[src/rtl/arm_wb_pkg.sv]
// -----------------------------------------------------------------------------
// arm_wb_pkg
// Shared types and constants for the ARM write-back stage.
//   WB_DEPTH_DEFAULT : default number of write-back queue entries
//   REG_IDX_W        : register-file index width
//   WB_DATA_W        : canonical result width of the 32-bit ARM datapath
//   wb_entry_t       : one queued register-file write {wb_en, dest, data}
// -----------------------------------------------------------------------------
package arm_wb_pkg;

  localparam int WB_DEPTH_DEFAULT = 2;
  localparam int REG_IDX_W        = 4;
  localparam int WB_DATA_W        = 32;

  // Canonical queue entry. The stage builds an identically shaped entry sized
  // by its own DATA_W parameter and hands it to the queue as a type parameter.
  typedef struct packed {
    logic                 wb_en;
    logic [REG_IDX_W-1:0] dest;
    logic [WB_DATA_W-1:0] data;
  } wb_entry_t;

endpackage : arm_wb_pkg

[src/rtl/arm_wb_if.sv]
// -----------------------------------------------------------------------------
// arm_wb_if
// MEM -> WB handshake bundle carrying one completed instruction.
//   mem_valid     : MEM stage presents an instruction
//   mem_ready     : write-back queue can accept this cycle
//   wb_en_in      : instruction writes a register
//   mem_r_en_in   : instruction is a load (select mem_data_in)
//   dest_in       : destination register index
//   alu_result_in : ALU result
//   mem_data_in   : load data
// Modports: master = MEM stage (producer), slave = write-back stage.
// -----------------------------------------------------------------------------
interface arm_wb_if
  import arm_wb_pkg::*;
#(
  parameter int DATA_W = 32
);

  logic                 mem_valid;
  logic                 mem_ready;
  logic                 wb_en_in;
  logic                 mem_r_en_in;
  logic [REG_IDX_W-1:0] dest_in;
  logic [DATA_W-1:0]    alu_result_in;
  logic [DATA_W-1:0]    mem_data_in;

  modport master (
    output mem_valid, wb_en_in, mem_r_en_in, dest_in, alu_result_in, mem_data_in,
    input  mem_ready
  );

  modport slave (
    input  mem_valid, wb_en_in, mem_r_en_in, dest_in, alu_result_in, mem_data_in,
    output mem_ready
  );

endinterface : arm_wb_if

[src/rtl/arm_wb_queue.sv]
// -----------------------------------------------------------------------------
// wb_queue
// Generic in-order FIFO of write-back entries. DEPTH must be a power of two
// (>= 2) so the pointers wrap by natural overflow.
// Ports:
//   clk, rst    : clock, asynchronous active-high reset
//   i_push      : enqueue i_entry (ignored when full)
//   i_pop       : dequeue head (ignored when empty)
//   i_entry     : entry to enqueue
//   o_count     : number of valid entries
//   o_empty     : no valid entries
//   o_full      : count == DEPTH
//   o_head      : oldest entry (contents meaningless when empty)
//   o_rd_ptr    : slot index of the head entry
//   o_entries   : raw slot array, for forwarding lookups
// -----------------------------------------------------------------------------
module wb_queue
  import arm_wb_pkg::*;
#(
  parameter int  DEPTH   = WB_DEPTH_DEFAULT,
  parameter type entry_t = wb_entry_t,
  localparam int PTR_W   = $clog2(DEPTH),
  localparam int CNT_W   = $clog2(DEPTH + 1)
) (
  input  logic                   clk,
  input  logic                   rst,
  input  logic                   i_push,
  input  logic                   i_pop,
  input  entry_t                 i_entry,
  output logic [CNT_W-1:0]       o_count,
  output logic                   o_empty,
  output logic                   o_full,
  output entry_t                 o_head,
  output logic [PTR_W-1:0]       o_rd_ptr,
  output entry_t [DEPTH-1:0]     o_entries
);

  entry_t [DEPTH-1:0] r_mem;
  logic [PTR_W-1:0]   r_wr_ptr;
  logic [PTR_W-1:0]   r_rd_ptr;
  logic [CNT_W-1:0]   r_count;

  logic w_push;
  logic w_pop;

  assign o_empty = (r_count == '0);
  assign o_full  = (r_count == CNT_W'(DEPTH));
  assign w_push  = i_push && !o_full;
  assign w_pop   = i_pop && !o_empty;

  // NOTE: non-blocking assignments for every register so all state in this
  // block samples pre-edge values regardless of statement order.
  always_ff @(posedge clk or posedge rst) begin
    if (rst) begin
      r_wr_ptr <= '0;
      r_rd_ptr <= '0;
      r_count  <= '0;
    end else begin
      if (w_push) r_wr_ptr <= r_wr_ptr + PTR_W'(1);
      if (w_pop)  r_rd_ptr <= r_rd_ptr + PTR_W'(1);
      unique case ({w_push, w_pop})
        2'b10:   r_count <= r_count + CNT_W'(1);
        2'b01:   r_count <= r_count - CNT_W'(1);
        default: r_count <= r_count;
      endcase
    end
  end

  // NOTE: the storage array is deliberately left out of reset; a slot is only
  // ever observed while it lies within [rd_ptr, rd_ptr + count), so stale data
  // after reset is invisible and the array maps onto plain flops/LUT-RAM.
  always_ff @(posedge clk) begin
    if (w_push) r_mem[r_wr_ptr] <= i_entry;
  end

  assign o_count   = r_count;
  assign o_head    = r_mem[r_rd_ptr];
  assign o_rd_ptr  = r_rd_ptr;
  assign o_entries = r_mem;

endmodule : wb_queue

[src/rtl/arm_wb_stage.sv]
// -----------------------------------------------------------------------------
// arm_wb_stage
// Write-back stage of the ARM pipeline: producing end of the register-file
// write port. Completed MEM-stage instructions are accepted over a
// valid/ready handshake, the ALU/load result is selected at enqueue, and the
// entry is buffered in a small in-order queue that absorbs wb_hold stalls.
// The register file samples writeBackEn/Dest_wb/Result_WB on the falling
// edge; all outputs here change only after rising edges.
//
// Ports:
//   clk, rst     : clock, asynchronous active-high reset
//   mem_if       : arm_wb_if.slave handshake from the MEM stage
//   wb_hold      : freeze draining (head stays, nothing popped)
//   writeBackEn  : register-file write enable
//   Dest_wb      : register-file write index (0 when empty)
//   Result_WB    : register-file write data (0 when empty)
//   wb_busy      : queue non-empty
// Optional (macro ARM_WB_FWD_EN):
//   fwd_src1/2   : decode-stage source indices to look up
//   fwd_hit1/2   : a queued writing entry targets that register
//   fwd_data1/2  : data of the youngest such entry (0 on miss)
// Without ARM_WB_FWD_EN the forwarding ports do not exist and decode must
// stall on wb_busy.
// -----------------------------------------------------------------------------
module arm_wb_stage
  import arm_wb_pkg::*;
#(
  parameter int DEPTH  = WB_DEPTH_DEFAULT,
  parameter int DATA_W = 32
) (
  input  logic                 clk,
  input  logic                 rst,
  arm_wb_if.slave              mem_if,
  input  logic                 wb_hold,
  output logic                 writeBackEn,
  output logic [REG_IDX_W-1:0] Dest_wb,
  output logic [DATA_W-1:0]    Result_WB,
  output logic                 wb_busy
`ifdef ARM_WB_FWD_EN
  ,
  input  logic [REG_IDX_W-1:0] fwd_src1,
  input  logic [REG_IDX_W-1:0] fwd_src2,
  output logic                 fwd_hit1,
  output logic                 fwd_hit2,
  output logic [DATA_W-1:0]    fwd_data1,
  output logic [DATA_W-1:0]    fwd_data2
`endif
);

  localparam int PTR_W = $clog2(DEPTH);
  localparam int CNT_W = $clog2(DEPTH + 1);

  // Same shape as wb_entry_t, but sized by this instance's DATA_W.
  typedef struct packed {
    logic                 wb_en;
    logic [REG_IDX_W-1:0] dest;
    logic [DATA_W-1:0]    data;
  } entry_t;

  entry_t               w_in_entry;
  entry_t               w_head;
  entry_t [DEPTH-1:0]   w_entries;
  logic [CNT_W-1:0]     w_count;
  logic [PTR_W-1:0]     w_rd_ptr;
  logic                 w_empty;
  logic                 w_full;
  logic                 w_push;
  logic                 w_pop;

  // Result mux resolved at enqueue so the queue holds only final write data.
  assign w_in_entry.wb_en = mem_if.wb_en_in;
  assign w_in_entry.dest  = mem_if.dest_in;
  assign w_in_entry.data  = mem_if.mem_r_en_in ? mem_if.mem_data_in
                                               : mem_if.alu_result_in;

  // Ready is not pop-aware: it depends on registered count only, which keeps
  // the MEM-stage handshake free of a combinational path from wb_hold.
  assign mem_if.mem_ready = !w_full;
  assign w_push           = mem_if.mem_valid && !w_full;
  assign w_pop            = !w_empty && !wb_hold;

  wb_queue #(
    .DEPTH   (DEPTH),
    .entry_t (entry_t)
  ) u_queue (
    .clk       (clk),
    .rst       (rst),
    .i_push    (w_push),
    .i_pop     (w_pop),
    .i_entry   (w_in_entry),
    .o_count   (w_count),
    .o_empty   (w_empty),
    .o_full    (w_full),
    .o_head    (w_head),
    .o_rd_ptr  (w_rd_ptr),
    .o_entries (w_entries)
  );

  // A held head must not write: the register-file port is frozen and the same
  // entry will be presented again once wb_hold falls.
  assign writeBackEn = !w_empty && w_head.wb_en && !wb_hold;
  assign Dest_wb     = w_empty ? '0 : w_head.dest;
  assign Result_WB   = w_empty ? '0 : w_head.data;
  assign wb_busy     = !w_empty;

`ifdef ARM_WB_FWD_EN
  // Walk entries oldest to youngest so the last match (youngest) wins.
  always_comb begin
    fwd_hit1  = 1'b0;
    fwd_hit2  = 1'b0;
    fwd_data1 = '0;
    fwd_data2 = '0;
    for (int k = 0; k < DEPTH; k++) begin
      if (CNT_W'(k) < w_count) begin
        if (w_entries[w_rd_ptr + PTR_W'(k)].wb_en &&
            w_entries[w_rd_ptr + PTR_W'(k)].dest == fwd_src1) begin
          fwd_hit1  = 1'b1;
          fwd_data1 = w_entries[w_rd_ptr + PTR_W'(k)].data;
        end
        if (w_entries[w_rd_ptr + PTR_W'(k)].wb_en &&
            w_entries[w_rd_ptr + PTR_W'(k)].dest == fwd_src2) begin
          fwd_hit2  = 1'b1;
          fwd_data2 = w_entries[w_rd_ptr + PTR_W'(k)].data;
        end
      end
    end
  end
`else
  // The entry view only feeds forwarding; tie it off explicitly.
  logic w_unused_fwd_view;
  assign w_unused_fwd_view = ^{w_entries, w_count, w_rd_ptr};
`endif

endmodule : arm_wb_stage

[src/flat_wrapper.sv]
// flat-port wrapper written by rule: the top's interface ports become plain ports
module arm_wb_stage_flat import arm_wb_pkg::*;
#(
  parameter int DEPTH  = WB_DEPTH_DEFAULT,
  parameter int DATA_W = 32
)
  (clk, rst, wb_hold, writeBackEn, Dest_wb, Result_WB, wb_busy, mem_if_mem_valid, mem_if_wb_en_in, mem_if_mem_r_en_in, mem_if_dest_in, mem_if_alu_result_in, mem_if_mem_data_in, mem_if_mem_ready);
  arm_wb_if #(.DATA_W(DATA_W)) mem_if_i ();
  input  logic clk;
  input  logic rst;
  input  logic wb_hold;
  output logic writeBackEn;
  output logic [REG_IDX_W-1:0] Dest_wb;
  output logic [DATA_W-1:0] Result_WB;
  output logic wb_busy;
  input wire logic [$bits(mem_if_i.mem_valid)-1:0] mem_if_mem_valid;
  input wire logic [$bits(mem_if_i.wb_en_in)-1:0] mem_if_wb_en_in;
  input wire logic [$bits(mem_if_i.mem_r_en_in)-1:0] mem_if_mem_r_en_in;
  input wire logic [$bits(mem_if_i.dest_in)-1:0] mem_if_dest_in;
  input wire logic [$bits(mem_if_i.alu_result_in)-1:0] mem_if_alu_result_in;
  input wire logic [$bits(mem_if_i.mem_data_in)-1:0] mem_if_mem_data_in;
  output wire logic [$bits(mem_if_i.mem_ready)-1:0] mem_if_mem_ready;
  assign mem_if_i.mem_valid = mem_if_mem_valid;
  assign mem_if_i.wb_en_in = mem_if_wb_en_in;
  assign mem_if_i.mem_r_en_in = mem_if_mem_r_en_in;
  assign mem_if_i.dest_in = mem_if_dest_in;
  assign mem_if_i.alu_result_in = mem_if_alu_result_in;
  assign mem_if_i.mem_data_in = mem_if_mem_data_in;
  assign mem_if_mem_ready = mem_if_i.mem_ready;
  arm_wb_stage #(.DEPTH(DEPTH), .DATA_W(DATA_W)) u_core (.clk(clk), .rst(rst), .mem_if(mem_if_i), .wb_hold(wb_hold), .writeBackEn(writeBackEn), .Dest_wb(Dest_wb), .Result_WB(Result_WB), .wb_busy(wb_busy));
endmodule
[config.mk]
export PLATFORM = sky130hd
export DESIGN_NAME = arm_wb_stage_flat
export DESIGN_NICKNAME = d
export VERILOG_FILES = /design/src/rtl/arm_wb_pkg.sv /design/src/rtl/arm_wb_if.sv /design/src/rtl/arm_wb_queue.sv /design/src/rtl/arm_wb_stage.sv /design/src/flat_wrapper.sv
export SDC_FILE = /design/constraint.sdc
export NUM_CORES = 1
export LEC_CHECK = 0
export BUFFER_PORTS_ARGS = -buffer_cell sky130_fd_sc_hd__clkbuf_2
export CAP_MARGIN = 20
export CORE_ASPECT_RATIO = 0.6
export CORE_MARGIN = 2
export CORE_UTILIZATION = 35
export CTS_BUF_LIST = sky130_fd_sc_hd__clkbuf_2 sky130_fd_sc_hd__clkbuf_4 sky130_fd_sc_hd__clkbuf_8
export DETAILED_ROUTE_END_ITERATION = 7
export PLACE_DENSITY = 0.69
export SLEW_MARGIN = 20
export SYNTH_ARGS = -nofsm -noshare
export SYNTH_HDL_FRONTEND = slang
export SYNTH_SLANG_ARGS = --single-unit
export TNS_END_PERCENT = 10
[constraint.sdc]
create_clock -name clk -period 3.5 [get_ports clk]
set_clock_uncertainty 0.2 [all_clocks]
set_input_delay 0.175 -clock clk [delete_from_list [all_inputs] [get_ports clk]]
set_output_delay 0.175 -clock clk [all_outputs]
set_load 0.05 [all_outputs]
After elaboration in Yosys (flattened, before gate mapping)
Index checks and enable logic that the tools add are counted.
- register bits: 78
- latch bits: 0
- memory bits (writable): 0
- ROM bits: 0
- input port bits: 74
- output and inout port bits: 39
- logic and storage cells: 40
- memories: 0
- $add $sub $neg: 4
- multiply operators: 0
- div/mod/pow operators: 0
- magnitude comparators: 3
- equal/unequal tests: 3
- shifts and indexed selects: 0
- muxes and demuxes: 9
- bitwise logic cells: 0
- reduce and logical (&&, ||, !) cells: 12
- operators by type and width (operator ; number):
    37-bit 2-to-1 mux ; 3
    74-bit bitwise mux ; 1
    32-bit 2-to-1 mux ; 2
    37-bit demux with 1-bit select ; 1
    1-bit logical AND ; 7
    2-bit equality test (second input constant) ; 2
    1-bit by 2-bit < comparator with 1-bit output (second input constant) ; 2
    4-bit 2-to-1 mux ; 1
    2-bit one-hot mux with 2 select lines ; 1
    1-bit zero test ; 3
    1-bit adder (second input constant) ; 2
    2-bit by 1-bit adder with 2-bit output (second input constant) ; 1
    2-bit by 1-bit equality test with 1-bit output (second input constant) ; 1
    2-bit zero test ; 1
    2-bit nonzero test ; 1
    2-bit by 1-bit subtractor with 2-bit output (second input constant) ; 1
    1-bit greater-or-equal comparator (second input constant) ; 1

Longest topological paths before layout
Gate-level depths: netlist of the first run.
- word-level depth: 6
- gate-level depth with buffers: 6
- gate-level depth less buffers: 6

Cells and area by module
A second synthesis of the first run with hierarchy kept.
- cells, all modules: 215
- area total of the unflattened synthesis: 3764.9 um^2
- modules (own cells, without submodules) (module ; instances ; cells each ; area an instance (um^2) ; seq. area each (um^2)):
    wb_queue ; 1 ; 134 ; 2952.8 ; 2322.2
    arm_wb_stage ; 1 ; 81 ; 812.0 ; 0.0

Least setup slack after synthesis of the first run
No wires, ideal clock.
- path kind: reg-to-reg
- start: register u_core.u_queue.r_count[0], in the netlist u_core.u_queue.o_count[0]
- end: register u_core.u_queue.r_mem, in the netlist u_core.u_queue.o_entries[0] (enable)
- setup time: 431 ps
- arrival time: 2648 ps
- required time: 2869 ps
- setup slack: 221 ps
- cell stages (with the launch flop): 4
- path buffers: 0
- clock period less this slack: 3279 ps
- cell sequence: dfrtp_1 > nand2b_1 > nand2_1 > nor2_1
- cells in the longest elaborated chain, start to end: 4
- ends and longest elaborated chain (item ; RTL line ; source):
    start, declared ; arm_wb_queue.sv:41 ; logic [CNT_W-1:0] r_count;
    start signal, assigned ; arm_wb_queue.sv:62 ; 2'b10: r_count <= r_count + CNT_W'(1);
    start signal, assigned ; arm_wb_queue.sv:63 ; 2'b01: r_count <= r_count - CNT_W'(1);
    start signal, assigned ; arm_wb_queue.sv:64 ; default: r_count <= r_count;
    2-bit equality test (*) ; arm_wb_queue.sv:47 ; assign o_full = (r_count == CNT_W'(DEPTH));
    1-bit zero test (*) ; - ;
    via mem_if_mem_ready ; flat_wrapper.sv:22 ; output wire logic [$bits(mem_if_i.mem_ready)-1:0] mem_if_mem_ready;
    1-bit logical AND ; arm_wb_stage.sv:79 ; assign w_push = mem_if.mem_valid && !w_full;
    1-bit logical AND (*) ; arm_wb_queue.sv:48 ; assign w_push = i_push && !o_full;
    end signal, assigned by index ; arm_wb_queue.sv:73 ; if (w_push) r_mem[r_wr_ptr] <= i_entry;
    end, declared ; arm_wb_queue.sv:38 ; entry_t [DEPTH-1:0] r_mem;
The timed path passes the listed nets; every way through them passes the cells marked *.
A chain may end at the register's enable or synchronous reset.

Final worst setup path of the first run
- start: register u_core.u_queue.r_rd_ptr, in the netlist u_core.u_queue.o_rd_ptr
- end: output Dest_wb[1]
- cells in the longest elaborated chain, start to end: 3
- ends and longest elaborated chain (item ; RTL line ; source):
    start, declared ; arm_wb_queue.sv:40 ; logic [PTR_W-1:0] r_rd_ptr;
    start signal, assigned ; arm_wb_queue.sv:60 ; if (w_pop) r_rd_ptr <= r_rd_ptr + PTR_W'(1);
    37-bit 2-to-1 mux (not written as such) (2 in a row) ; arm_wb_queue.sv:77 ; assign o_head = r_mem[r_rd_ptr];
    4-bit 2-to-1 mux ; arm_wb_stage.sv:102 ; assign Dest_wb = w_empty ? '0 : w_head.dest;
    end, declared ; flat_wrapper.sv:13 ; output logic [REG_IDX_W-1:0] Dest_wb;
Every way passes these cells. The select of a mux whose other input is x is not followed.

==> results of run 1 <==
layout make-up:
| type | instances | area, um2 | share of cell area, % |
|---|---|---|---|
| multi-input combinational | 119 | 1090 | 21.4 |
| clock buffer | 9 | 124 | 2.43 |
| timing repair buffer | 186 | 1310 | 25.7 |
| sequential | 78 | 2320 | 45.6 |
| clock inverter | 7 | 73.8 | 1.45 |
| tap | 135 | 169 | 3.32 |
| inverter | 2 | 7.51 | 0.147 |
power groups by stage:
stage	combinational, mW	clock, mW	sequential, mW
after floorplan	1.68	0	1.36
after global placement	2.01	0	1.44
after detailed placement	2.02	0	1.45
after CTS	2.10	0.675	1.43
after global routing	2.22	0.712	1.45
final	2.08	0.654	1.42
metrics by stage:
step | std cells | utilization, % | cell area, um2
CTS | 535 | 51.7 | 5070
global route | 536 | 51.9 | 5090
detailed placement | 448 | 42.4 | 4160
global placement | 448 | 42.4 | 4160
finish | 536 | 51.9 | 5090
floorplan | 211 | - | 3520
cells by family (layout without fill, tap and decap cells):
logic type	count (synthesis)	count (layout)	share of synthesized area, %
XOR/XNOR	5	5	1.24
adder cells (fa/ha/maj)	1	1	0.355
buffers and inverters	14	204	3.69
flip-flops	78	78	65.9
multiplexers	69	69	23.9
AND/OR/NAND/NOR	44	44	4.86
cell usage in the layout (no fill, tap or decap), drive strengths merged:
cell type	n
xor2	2
ha	1
buf	4
nor3	1
mux2	32
and3	1
inv	3
nor2	40
xnor2	3
bufinv	1
mux2i	37
nand2b	1
nand2	1
clkinv	2
clkbuf	120
dfrtp	4
dlygate4sd3	71
edfxtp	74
clkinvlp	3
tightest hold or removal path, delay by kind of cell:
family | cells | cell delay [ns]
buffers and inverters | 1 | 0.09
xor gates and xnor gates | 1 | 0.09
and+or+nand+nor | 1 | 0.16
how the worst min path moves through the flow:
stage                     startpoint                                     to  slack, ns  cells past startpoint
global route        mem_if_mem_valid    u_core.u_queue.r_wr_ptr$_DFFE_PP0P_       0.04                      3
floorplan                        rst  u_core.u_queue.o_count[0]$_DFFE_PP0P_      -0.26                      1
finish              mem_if_mem_valid    u_core.u_queue.r_wr_ptr$_DFFE_PP0P_       0.01                      3
global placement                 rst    u_core.u_queue.r_wr_ptr$_DFFE_PP0P_      -0.15                      2
detailed placement               rst    u_core.u_queue.r_wr_ptr$_DFFE_PP0P_      -0.14                      2
CTS                 mem_if_mem_valid    u_core.u_queue.r_wr_ptr$_DFFE_PP0P_      0.002                      3
timing repair:
item | CTS | global route
setup endpoints to repair | 0 | 0
hold buffers | 71 | 0
buffers inserted | 0 | 0
endpoints found under the hold margin | 79 | 0
per-layer routing:
metal  track usage [%]  vias to the layer above  routed length [um]
met5                 0                        -                   0
met1              17.2                     1080                3450
li1                  -                     1141                   -
met4              4.15                        0                  71
met2              22.8                       89                3310
met3              4.51                        9                 492
sequential cells by signal (all words and copies together) (netlist names):
| name | count |
|---|---|
| u_core.u_queue.o_rd_ptr | 1 |
| u_core.u_queue.r_wr_ptr | 1 |
| u_core.u_queue.o_entries | 74 |
| u_core.u_queue.o_count | 2 |
==> results_dict.tcl, run 1 <==
set metrics [dict create \
    outcome "complete, no violations" \
    critical_path.top_delay_family "flip-flops" \
    detail-route-antenna-nets 0 \
    critPathMaxStageDelay_ns 0.78 \
    grt_pass1_wl_um 11300 \
    cp-end-kind "output pin" \
    htreeDepth 3 \
    yosysTopAreaCell "edfxtp_1" \
    num_vias 2319 \
    critPathSlowestCell "dfrtp_2" \
    min_path_type "primary input to flip-flop" \
    power.total_mw 4.16 \
    hold_violations 0 \
    drc 0 \
    r2r_end "u_core.u_queue.o_entries[48]$_DFFE_PP_" \
    antenna_found_initial 0 \
    cts_tree "done" \
    clock_latency_ns 0.34 \
    r2r_start "u_core.u_queue.o_count[0]$_DFFE_PP0P_" \
    clkSinkCount 78 \
    drive_above_1_share_pct 41.1 \
    n_antenna_cell 0 \
    cts_buffers 9 \
    synth.most_common_cell "edfxtp_1" \
    die_h_um 81.7 \
    num_rows 28 \
    vias_per_cell 4.33 \
    crit_buf_inv 2 \
    dp_hpwl_um 4660 \
    synth_edf_count 74 \
    critPathMaxFanout 22 \
    pwr-share-clk_pct 15.7 \
    fin_crit_sh_pct 73.0 \
    power_frac_comb_pct 50.1 \
    routed_wl_um 7330 \
    rrSetupSlack_ns 1.47 \
    worstPathCellList "buf_4, mux2i_1, nor2_1, clkbuf_2" \
    fin_nets 471 \
    dp_slack_ns 1.25 \
    fillers 875 \
    syn_area_um2 3520 \
    swShare_pct 47.2 \
    die_area_um2 10900 \
    p_int_mw 2.20 \
    worst_slack_ns 0.945 \
    postSynth.asyncResetShare_pct 5.13 \
    io_buffers 112 \
    fmax_ghz 0.391 \
    ir_drop_mv 0.418 \
    avgSynthCellArea_um2 16.7 \
    tns_ns 0 \
    root_buffer "clkbuf_8" \
    critPathLaunch "u_core.u_queue.o_rd_ptr$_DFFE_PP0P_" \
    arrival_ns 2.18 \
    tightest_slew_ns 1.07 \
    wire_per_inst_um 13.7 \
    drv_cap 0 \
    synthCells 211 \
    cp_data_required_time_ns 3.12 \
    synth_area_leaders "edfxtp_1 (63%), mux2_4 (13%), mux2i_1 (11%)" \
    path_class "flip-flop to output pin" \
    grtUsageTotal_pct 13.7 \
    critPathLaunchType "flip-flop" \
    rsz0062_at_grt "false" \
    holdWs_ns 0.0103 \
    yosysWarnings 0 \
    crit_end "Dest_wb[1]" \
    core_area_um2 9810 \
    max-clock-path-buffers 2 \
    p_per_area_nw_per_um2 817 \
    synth_ff_type "edfxtp_1" \
    gp_congestion 0.703 \
    io_pins 113 \
    grt_remaining_overflow 0 \
    path_clk_slew_ns 0.08 \
    netlist.area_leader.share_pct 63.1 \
    seq_power_share_pct 34.2 \
    finalSetupViolCount 0 \
    min_period_ns 2.56 \
    drt_iter0_drc 105 \
    ys_ff_latch 78 \
    max_slew_margin_pct 28.4 \
    slew_violations 0 \
    worst-path-stages 4 \
    synthTopCellsByCount "edfxtp_1 (74), nor2_1 (40), mux2i_1 (37)" \
    leakage_nw 2.21 \
    drt_pre_antenna_iters 4 \
    grt_pass1_vias 2375 \
    area_growth_pct 44.5 \
    seq_area_frac_synth_pct 65.9 \
    p_sw_mw 1.96 \
    die_w_um 134 \
    grt_max_degree 38 \
    syn_nets 286 \
    cts_resized 0 \
    reg2regPathDepth 2 \
    ys_types 19 \
    start_util_pct 35.9 \
]
Note: power is estimated with default switching activity, not from simulation.
==> run 2: changes to the inputs <==
Settings changed: ABC_AREA set to 1.
Clock period 3.5 ns to 2.6 ns, I/O delays scaled along.
==> run 2 against run 1 <==
Net effect:
- clock-buffer cell count is 1 higher
- hold slack improved by 0.026 ns
- largest power group unchanged
- combinational power up 44%
- first-iteration DRC count is 4.8% higher
- register-to-register slack lost 0.77 ns
- total power rose by 36%
- non-clock buffer count is 3 higher
- final cell count increased by 22%
- synthesized cell count increased by 58%
- utilization shrank 0.057 points
- sequential share of layout area grew 0.19 points
- die area is 1.2% lower
==> results_dict.tcl, run 2 <==
set metrics [dict create \
    min_period_ns 2.22 \
    avgSynthCellArea_um2 10.4 \
    num_vias 2874 \
    critPathSlowestCell "inv_2" \
    fmax_ghz 0.451 \
    synth_ff_type "edfxtp_1" \
    critPathMaxStageDelay_ns 0.51 \
    die_h_um 81.2 \
    fin_nets 590 \
    grtUsageTotal_pct 16.0 \
    slew_violations 0 \
    detail-route-antenna-nets 0 \
    netlist.area_leader.share_pct 63.9 \
    p_per_area_nw_per_um2 1120 \
    ir_drop_mv 0.742 \
    leakage_nw 2.26 \
    clock_latency_ns 0.35 \
    cts_resized 0 \
    critPathLaunchType "flip-flop" \
    clkSinkCount 78 \
    ys_ff_latch 78 \
    start_util_pct 35.6 \
    fin_area_um2 5070 \
    drt_pre_antenna_iters 4 \
    synth_edf_count 74 \
    final_common_cell "nand2_1" \
    final_cells 655 \
    path_clk_slew_ns 0.07 \
    largest_reg_flops 74 \
    yosysTopAreaCell "edfxtp_1" \
    mostFrequentLayoutCells "nand2_1 (118), clkbuf_2 (112), edfxtp_1 (74)" \
    antenna_found_initial 0 \
    grt_remaining_overflow 0 \
    gp_congestion 0.739 \
    arrival_ns 1.89 \
    max_slew_margin_pct 36.1 \
    cp-end-kind "output pin" \
    reg2regPathDepth 5 \
    wire_per_inst_um 12.6 \
    synthCells 334 \
    min-delay-start "mem_if_alu_result_in[26]" \
    cts_buffers 9 \
    drc 0 \
    postSynth.asyncResetShare_pct 5.13 \
    min_path_type "primary input to flip-flop" \
    synthTopCellsByCount "nand2_1 (118), edfxtp_1 (74), inv_1 (40)" \
    routed_wl_um 8280 \
    tns_ns 0 \
    worstPathCellList "inv_2, nand2_1, a21oi_1, clkbuf_2" \
    max-clock-path-buffers 2 \
    hold_path_depth 3 \
    io_pins 113 \
    grt_max_degree 60 \
    place_area_um2 4170 \
    rsz0062_at_grt "false" \
    core_area_um2 9770 \
    die_w_um 133 \
    fin_crit_sh_pct 85.3 \
    num_rows 28 \
    area_growth_pct 45.6 \
    syn_area_um2 3480 \
    die_area_um2 10800 \
    drive_above_1_share_pct 28.1 \
    seq_area_frac_synth_pct 66.7 \
    htreeDepth 3 \
    critPathMaxFanout 38 \
    min_to "u_core.u_queue.o_entries[63]$_DFFE_PP_" \
    r2r_end "u_core.u_queue.o_entries[68]$_DFFE_PP_" \
    outcome "complete, no violations" \
    yosysWarnings 0 \
    drt_iter0_drc 110 \
    synth.most_common_cell "nand2_1" \
    r2r_start "u_core.u_queue.o_count[0]$_DFFE_PP0P_" \
    path_class "flip-flop to output pin" \
    grt_pass1_wl_um 13100 \
    synth_area_leaders "edfxtp_1 (64%), nand2_1 (13%), o21ai_0 (4.6%)" \
    grt_pass1_vias 2812 \
    dp_hpwl_um 5250 \
    rrSetupSlack_ns 0.70 \
    ys_types 20 \
    finalSetupViolCount 0 \
    cts_tree "done" \
    cp_data_required_time_ns 2.27 \
    n_antenna_cell 0 \
    syn_nets 409 \
    hold_violations 0 \
    drv_cap 0 \
    root_buffer "clkbuf_8" \
    vias_per_cell 4.39 \
    io_buffers 112 \
    tightest_slew_ns 0.959 \
    placedCellCount 568 \
]
## run 2: power by group
group | total (mW) | internal [mW] | switching, mW
clock network | 0.852 | 0.442 | 0.410
logic | 2.99 | 0.699 | 2.30
registers | 1.82 | 1.73 | 0.0905
total | 5.67 | 2.87 | 2.80
## run 2: layout make-up
cell class,instances,area (um2)
Fill cell,862,4710
Tap cell,135,169
Clock buffer,10,131
Timing Repair Buffer,189,1340
Multi-Input combinational cell,195,893
Clock inverter,6,52.6
Inverter,42,158
Sequential cell,78,2320
## run 2: logic make-up (layout without fill, tap and decap cells)
logic type | after synthesis | count (layout) | share of synthesized area, %
AOI/OAI and AO/OA | 69 | 69 | 10.9
xor gates and xnor gates | 1 | 1 | 0.252
adders and majority gates | 1 | 1 | 0.360
buffers and inverters | 61 | 247 | 7.95
DFF | 78 | 78 | 66.7
and+or+nand+nor | 124 | 124 | 13.8
## run 2: worst max path at each step
stage,start,to,slack (ns),depth (start not counted)
3_3_place_gp,u_core.u_queue.o_count[0]$_DFFE_PP0P_,u_core.u_queue.o_entries[72]$_DFFE_PP_,0.72,5
4_1_cts,u_core.u_queue.o_rd_ptr$_DFFE_PP0P_,Result_WB[30],0.32,4
2_1_floorplan,u_core.u_queue.o_count[0]$_DFFE_PP0P_,u_core.u_queue.o_entries[0]$_DFFE_PP_,0.26,4
3_5_place_dp,u_core.u_queue.o_count[0]$_DFFE_PP0P_,u_core.u_queue.o_entries[72]$_DFFE_PP_,0.66,5
5_1_grt,u_core.u_queue.o_rd_ptr$_DFFE_PP0P_,Result_WB[30],0.18,4
6_report,u_core.u_queue.o_rd_ptr$_DFFE_PP0P_,Result_WB[12],0.38,4
## run 2: critical path: cells and delay by family, from the launching register on
family                 cells  cell delay, ns
AND/OR/NAND/NOR            1            0.12
flip-flops                 1            0.39
buffers and inverters      2            0.82
AO/OA/AOI/OAI              1            0.20
## run 2: routing by layer
layer / vias up / routed length [um] / GRT usage [%] / share of wire, %
li1: 1457 / - / - / -
met4: 0 / 77 / 4.62 / 0.93
met1: 1306 / 3700 / 19.2 / 45
met2: 103 / 3980 / 28.0 / 48
met5: - / 0 / 0 / 0
met3: 8 / 517 / 5.12 / 6.2
## run 2: timing repair
item | CTS | global route
buffers inserted | 0 | 0
hold endpoints to repair | 80 | 0
hold buffers | 71 | 0
## run 2: stage by stage
step / hold WS (ns) / utilization [%] / worst slack, ns / total power, mW
6_report: 0.0363 / 51.8 / 0.382 / 5.67
5_1_grt: 0.0378 / 51.8 / 0.178 / 6.00
4_1_cts: 0.0106 / 51.8 / 0.320 / 5.75
3_5_place_dp: -0.188 / 42.7 / 0.664 / 4.79
3_3_place_gp: -0.186 / 42.7 / 0.720 / 4.75
2_1_floorplan: -0.304 / - / 0.263 / 4.09
==> run 3: changes to the inputs <==
Settings changed: CORE_MARGIN 2 to 5, CTS_CLUSTER_DIAMETER set to 120, SETUP_SLACK_MARGIN set to 0.15.
==> run 3 against run 2 <==
Net effect:
- clock-buffer cell count shrank 1
- worst setup slack worse by 0.026 ns
- cell area up 0.22%
- sequential cell count unchanged
- total power is 2.3% higher
- final cell count shrank 0.31%
- sequential power hardly changed
- utilization grew 0.12 points
- die area grew 12%
- critical endpoint is now Result_WB[17]
- largest power group unchanged
==> results_dict.tcl, run 3 (synthesized netlist as in run 2, its figures left out) <==
set metrics [dict create \
    drt_pre_antenna_iters 4 \
    die_w_um 139 \
    grtUsageTotal_pct 14.6 \
    vias_per_cell 4.38 \
    worstPathCellList "inv_2, nand2_1, a21oi_1, clkbuf_2" \
    holdWs_ns 0.0540 \
    io_buffers 112 \
    hold_violations 0 \
    path_class "flip-flop to output pin" \
    cts_buffers 9 \
    cts_tree "done" \
    fin_nets 588 \
    clkSinkCount 78 \
    arrival_ns 1.91 \
    grt_pass1_vias 2924 \
    gp_congestion 0.705 \
    cts_resized 0 \
    antenna_found_initial 0 \
    cts_setup_buffers 0 \
    area_growth_pct 46.0 \
    reg2regPathDepth 5 \
    drv_cap 0 \
    final_core_util_pct 52.0 \
    rsz0062_at_grt "false" \
    cp-end-kind "output pin" \
    die_area_um2 12100 \
    grt_max_degree 65 \
    start_util_pct 35.6 \
    tns_ns 0 \
    wire_per_inst_um 13.1 \
    clock_latency_ns 0.35 \
    n_antenna_cell 0 \
    min-delay-start "mem_if_alu_result_in[26]" \
    min_period_ns 2.24 \
    io_pins 113 \
    critPathLaunchType "flip-flop" \
    routed_wl_um 8540 \
    critPathMaxStageDelay_ns 0.50 \
    final_common_cell "nand2_1" \
    r2r_start "u_core.u_queue.o_count[0]$_DFFE_PP0P_" \
    leakage_nw 2.26 \
    grt_pass1_wl_um 13900 \
    drc 0 \
    hold_path_depth 3 \
    max_slew_margin_pct 38.2 \
    p_per_area_nw_per_um2 1140 \
    cts_hold_buf 71 \
    path_clk_slew_ns 0.08 \
    largest_reg_flops 74 \
    ir_drop_mv 0.666 \
    finalSetupViolCount 0 \
    critPathSlowestCell "inv_2" \
    htreeDepth 3 \
    die_h_um 87.2 \
    num_vias 2860 \
    mostFrequentLayoutCells "nand2_1 (118), clkbuf_2 (111), edfxtp_1 (74)" \
    min_to "u_core.u_queue.o_entries[63]$_DFFE_PP_" \
    root_buffer "clkbuf_8" \
    drive_above_1_share_pct 28.2 \
    fin_crit_sh_pct 86.3 \
    num_rows 28 \
    drt_iter0_drc 126 \
    core_area_um2 9770 \
    tightest_slew_ns 0.927 \
    fmax_ghz 0.446 \
    rrSetupSlack_ns 0.68 \
    critPathMaxFanout 38 \
    power.total_mw 5.80 \
    slew_violations 0 \
    r2r_end "u_core.u_queue.o_entries[54]$_DFFE_PP_" \
    detail-route-antenna-nets 0 \
    max-clock-path-buffers 2 \
    min_path_type "primary input to flip-flop" \
    fillers 872 \
    cp_data_required_time_ns 2.27 \
    outcome "complete, no violations" \
    dp_hpwl_um 5280 \
    grt_remaining_overflow 0 \
]
run 3: cell count changes in the layout (fill, tap and decap cells not counted), sizes merged:
cell      previous run  this run
bufinv               1         2
clkinv               6         4
inv                 41        42
clkinvlp             0         1
clkbuf             122       120
buf                  6         5
run 3: critical path, delay by kind of cell, from the launching register on:
kind	cells	cell delay, ns
buffers and inverters	2	0.81
AO/OA/AOI/OAI	1	0.21
AND/OR/NAND/NOR	1	0.13
flip-flops	1	0.39
run 3: final cells by class:
cell class / instances / area [um2] / share of cell area [%]
sequential: 78 / 2320 / 45.7
timing repair buffer: 187 / 1310 / 25.9
multi-input combinational: 195 / 893 / 17.6
tap: 135 / 169 / 3.33
inverter: 42 / 158 / 3.10
clock buffer: 9 / 124 / 2.44
clock inverter: 7 / 98.8 / 1.95
run 3: per-layer routing:
| metal | vias up | global-route usage (%) | routed length (um) |
|---|---|---|---|
| met5 | - | 0 | 0 |
| met4 | 0 | 3.82 | 19 |
| met3 | 2 | 6.09 | 670 |
| met2 | 108 | 25.4 | 3990 |
| met1 | 1294 | 16.9 | 3860 |
| li1 | 1456 | - | - |
run 3: worst max path at each step:
stage / endpoint / cells past startpoint / from
2_1_floorplan: u_core.u_queue.o_entries[0]$_DFFE_PP_ / 4 / u_core.u_queue.o_count[0]$_DFFE_PP0P_
3_3_place_gp: u_core.u_queue.o_entries[61]$_DFFE_PP_ / 5 / u_core.u_queue.o_count[0]$_DFFE_PP0P_
3_5_place_dp: u_core.u_queue.o_entries[68]$_DFFE_PP_ / 5 / u_core.u_queue.o_count[0]$_DFFE_PP0P_
4_1_cts: Result_WB[17] / 4 / u_core.u_queue.o_rd_ptr$_DFFE_PP0P_
5_1_grt: Result_WB[18] / 4 / u_core.u_queue.o_rd_ptr$_DFFE_PP0P_
6_report: Result_WB[17] / 4 / u_core.u_queue.o_rd_ptr$_DFFE_PP0P_
run 3: per-stage QoR:
| stage | area (um2) | instances | setup WS, ns |
|---|---|---|---|
| global route | 5080 | 653 | 0.166 |
| detailed placement | 4150 | 566 | 0.702 |
| finish | 5080 | 653 | 0.356 |
| floorplan | 3490 | 334 | 0.263 |
| CTS | 5080 | 653 | 0.294 |
| global placement | 4150 | 566 | 0.735 |
run 3: where the power goes:
group | switching (mW) | internal (mW)
Clock | 0.448 | 0.543
Sequential | 0.0892 | 1.73
Combinational | 2.31 | 0.678
